==> src/rtl/seg7_pattern_decoder.sv <==
// Seven-segment pattern decoder: debounces an active-low segment bus and reports each newly
// stable pattern as a 4-bit code over valid/ready. Optional error counter: SEG7_DEC_ERRCNT_EN.
module seg7_pattern_decoder #(
    parameter int unsigned STABLE_CYCLES = 4
) (
    input  logic       clk,
    input  logic       resetn,
    input  logic [6:0] seg_in,
    output logic [3:0] out_code,
    output logic       out_err,
    output logic       out_valid,
    input  logic       out_ready
`ifdef SEG7_DEC_ERRCNT_EN
    ,
    output logic [7:0] err_count
`endif
);

    localparam logic [1:0] ST_IDLE   = 2'd0;
    localparam logic [1:0] ST_SETTLE = 2'd1;
    localparam logic [1:0] ST_EMIT   = 2'd2;

    localparam logic [6:0] PAT_BLANK = 7'b1111111;
    localparam logic [3:0] CODE_BLANK = 4'd14;
    localparam logic [7:0] CNT_LAST  = 8'(STABLE_CYCLES - 1);

    // Index in this table is the display code it decodes to.
    localparam logic [6:0] CODE_PAT [15] = '{
        7'b1000000, 7'b1111001, 7'b0100100, 7'b0110000,
        7'b0011001, 7'b0010010, 7'b0000010, 7'b1111000,
        7'b0000000, 7'b0010000, 7'b0001000, 7'b0000011,
        7'b1000110, 7'b0001110, 7'b1111111
    };

    logic [6:0]  seg_q;
    logic [6:0]  last_pat_reg;
    logic [6:0]  cand_reg;
    logic [7:0]  cnt_reg;
    logic [1:0]  state_reg;

    logic [14:0] match;
    logic [3:0]  dec_code;
    logic        dec_err;
    logic        enter_emit;

    // Whenever EMIT is entered, cand equals seg_q, so decoding seg_q is sufficient.
    for (genvar gi = 0; gi < 15; gi++) begin : g_match
        assign match[gi] = (seg_q == CODE_PAT[gi]);
    end

    always_comb begin
        dec_code = 4'd15;
        for (int i = 0; i < 15; i++) begin
            if (match[i]) begin
                dec_code = 4'(i);
            end
        end
        dec_err = ~|match;
    end

    always_comb begin
        enter_emit = 1'b0;
        case (state_reg)
            ST_IDLE:   enter_emit = (seg_q != last_pat_reg) && (STABLE_CYCLES == 1);
            ST_SETTLE: enter_emit = (seg_q != last_pat_reg) && (seg_q == cand_reg)
                                    && (cnt_reg == CNT_LAST);
            default:   enter_emit = 1'b0;
        endcase
    end

    always_ff @(posedge clk or negedge resetn) begin
        if (!resetn) begin
            seg_q        <= PAT_BLANK;
            last_pat_reg <= PAT_BLANK;
            cand_reg     <= PAT_BLANK;
            cnt_reg      <= 8'd0;
            state_reg    <= ST_IDLE;
            out_code     <= CODE_BLANK;
            out_err      <= 1'b0;
            out_valid    <= 1'b0;
        end else begin
            seg_q <= seg_in;
            case (state_reg)
                ST_IDLE: begin
                    if (seg_q != last_pat_reg) begin
                        cand_reg  <= seg_q;
                        cnt_reg   <= 8'd1;
                        state_reg <= enter_emit ? ST_EMIT : ST_SETTLE;
                    end
                end
                ST_SETTLE: begin
                    if (seg_q == last_pat_reg) begin
                        state_reg <= ST_IDLE;
                    end else if (seg_q != cand_reg) begin
                        cand_reg <= seg_q;
                        cnt_reg  <= 8'd1;
                    end else if (enter_emit) begin
                        state_reg <= ST_EMIT;
                    end else begin
                        cnt_reg <= cnt_reg + 8'd1;
                    end
                end
                ST_EMIT: begin
                    if (out_ready) begin
                        out_valid <= 1'b0;
                        state_reg <= ST_IDLE;
                    end
                end
                default: state_reg <= ST_IDLE;
            endcase

            if (enter_emit) begin
                out_code     <= dec_code;
                out_err      <= dec_err;
                last_pat_reg <= seg_q;
                out_valid    <= 1'b1;
            end
        end
    end

`ifdef SEG7_DEC_ERRCNT_EN
    always_ff @(posedge clk or negedge resetn) begin
        if (!resetn) begin
            err_count <= 8'd0;
        end else if (enter_emit && dec_err && (err_count != 8'hFF)) begin
            err_count <= err_count + 8'd1;
        end
    end
`endif

endmodule

==> config.mk <==
export PLATFORM = sky130hd
export DESIGN_NAME = seg7_pattern_decoder
export DESIGN_NICKNAME = d
export VERILOG_FILES = /design/src/rtl/seg7_pattern_decoder.sv
export SDC_FILE = /design/constraint.sdc
export NUM_CORES = 1
export LEC_CHECK = 0
export ABC_AREA = 0
export CORE_MARGIN = 3
export CORE_UTILIZATION = 25
export DETAILED_ROUTE_END_ITERATION = 6
export HOLD_SLACK_MARGIN = 0.1
export PLACE_DENSITY_LB_ADDON = 0.1
export RECOVER_POWER = 50
export SLEW_MARGIN = 20
export SYNTH_ARGS = -nofsm -noshare
export SYNTH_HDL_FRONTEND = slang
export SYNTH_SLANG_ARGS = --single-unit
==> constraint.sdc <==
create_clock -name clk -period 2.32 [get_ports clk]
set_input_delay 0.464 -clock clk [delete_from_list [all_inputs] [get_ports clk]]
set_output_delay 0.464 -clock clk [all_outputs]
set_load 0.005 [all_outputs]
==> impl_metrics.toml <==
[routing]
vias_per_cell = 4.77
vias = 1489
drt_iter0_drc = 75
drc = 0
wl_um = 4430
wl_per_cell_um = 14.2
firstDrtPassIters = 4
ant_nets = 0

[sta]
setup_viol = 0
period_share = 0.920
final.setup_skew_ps = 3.20
hold_viol = 0
rsz0062_at_grt = "false"
max_freq_mhz = 469
fin_tns_setup_ps = 0
period_minus_slack_ps = 2130
worst_slew_margin_rel = 0.434
worst_slew_pin_slew_ps = 850
drv_slew = 0
holdWs_ps = 280

[global_routing]
antenna_found_initial = 0
grt_usage = 0.0998
grt_pass1_vias = 1495
grt_overflow = 0
grt_first_pass_wirelength_um = 7720
grt_max_degree = 38

[synth]
yosys-top-cells-count = "dfstp_2 (24), mux2_2 (17), o21ai_0 (14), dfrtp_1 (13)"
synth_seq_cells = 37
synth-warning-count = 0
synth_enable_flop_cells = 0
synth_top_area_share = 0.303
synth_cell_type_count = 51
postSynthAreaPerCell_um2 = 10.9
synth.most_common_cell = "dfstp_2"
synthesis.area_um2 = 2080
ys_async_sr_fraction = 1.00
synth_nets = 202
syn_inst = 191
synth_top_area_cell = "dfstp_2"
synth_top_cells_by_area = "dfstp_2 (30%), dfrtp_1 (16%), mux2_2 (9.2%)"
synth_ff_type = "dfstp_2"
ys_seq_area_frac = 0.460

[hold_path]
hp-class = "in2async"

[floorplan]
core_area_um2 = 7890
rows = 32
die_width_um = 97.2
initial_core_util = 0.264
dieHeight_um = 97.2
boundaryPins = 16
dieArea_um2 = 9450

[clock_tree]
clk_path_buf_depth = 2
clkTransAtPathRegs_ps = 80
cts_tree = "built"
cts.sinks = 37
cts.repair.resized = 0
clk_latency_ps = 290
cts_hold_buffers = 0
cts_inserted_buffers = 5
htree_levels = 2
cts_setup_buffers = 0
clk_root_buffer_cell = "clkbuf_8"

[placed_design]
place_congestion = 0.751
hpwl_um = 3150
io_buffers = 15

[critical_path]
startpoint_type = "register"
cp.required_ps = 2540
endpoint_kind = "register"
crit_type = "reg2reg"
worstPathArrival_ps = 2350
cp_max_fo = 12

[power_and_ir_drop]
peakVddDrop_v = 0.000224
power_density_nw_per_um2 = 602
leakagePower_nw = 0.963

[finish]
fin_nets = 220
drive_gt1_frac = 0.343
area_delta_synth_final_pct = 19.7
num_antenna_cells = 0
largest_register_ffs = 8

[run_status]
status = "finished, final reports clean"

[run]
maxCapViolations = 0
final timing paths:
| check | end | start | cells after the start | slack (ps) |
|---|---|---|---|---|
| max | last_pat_reg[3] | seg_q[3] | 5 | 190 |
| min | out_code[0] | resetn | 1 | 280 |
| max reg2reg | last_pat_reg[3] | seg_q[3] | 5 | 190 |
| min reg2reg | cnt_reg[7] | cnt_reg[7] | 1 | 480 |
| max in group asynchronous | cnt_reg[6] | resetn | 1 | 1520 |
| min in group clk | cnt_reg[7] | cnt_reg[7] | 1 | 480 |
power breakdown:
part,leakage (nW),internal (mW),switching (mW),total [mW]
Sequential,0.420,0.674,0.0218,0.696
Clock,0.0681,0.427,0.240,0.667
Combinational,0.475,0.0636,0.0718,0.135
critical path: stages (launching register included):
cell      delay [ps]
dfstp_2          670
xnor2_1          170
nand4_2          170
nor4_4           390
nand2b_2         270
mux2_1           380
through the flow:
stage	util	instance area [um^2]	setup WS [ps]	instances	total power [mW]
after CTS	0.316	2490	150	312	1.53
after global placement	0.299	2360	237	304	0.848
final	0.316	2490	187	312	1.50
after global routing	0.316	2490	1.14	312	1.57
after detailed placement	0.299	2360	167	304	0.847
after floorplan	-	2080	246	191	0.788
layout make-up:
type | count | area (um^2)
clock inverters | 3 | 65.1
flip-flops and latches | 37 | 956
fillers | 792 | 5400
clock buffers | 5 | 68.8
well taps | 102 | 128
multi-input cells | 134 | 1020
inverters | 4 | 15.0
repair buffers | 27 | 235
cells in the final DEF, fill, tap and decap left out, types with 2 or more instances in the layout:
cell,n
and3_1,4
buf_4,12
bufinv_16,2
clkbuf_8,5
clkdlybuf4s50_1,7
dfrtp_1,13
dfstp_2,24
dlygate4sd3_1,7
inv_1,4
mux2_2,17
mux2i_1,2
nand2_1,11
nand2b_1,3
nand3_1,6
nand4_1,2
nor2_1,5
nor2b_1,2
nor3_1,6
nor4_1,8
o21ai_0,14
o31ai_1,6
or3_1,3
xnor2_1,11
xor2_1,5
metal layers:
| layer | vias to the layer above | wire (um) | global-route usage | share of wire |
|---|---|---|---|---|
| met5 | - | 0 | 0 | 0 |
| met4 | 0 | 53 | 0.0292 | 0.012 |
| met3 | 6 | 176 | 0.0294 | 0.040 |
| met2 | 34 | 1980 | 0.147 | 0.45 |
| met1 | 721 | 2220 | 0.141 | 0.50 |
| li1 | 728 | - | - | - |
kinds of logic after synthesis:
| family | Yosys count | synth area share |
|---|---|---|
| compound gates | 32 | 0.116 |
| xor+xnor | 16 | 0.0674 |
| fa+ha+maj | 1 | 0.00602 |
| buf+inv | 20 | 0.0487 |
| flops | 37 | 0.460 |
| mux | 21 | 0.114 |
| simple gates | 64 | 0.188 |
(Power assumes the default switching activity.)
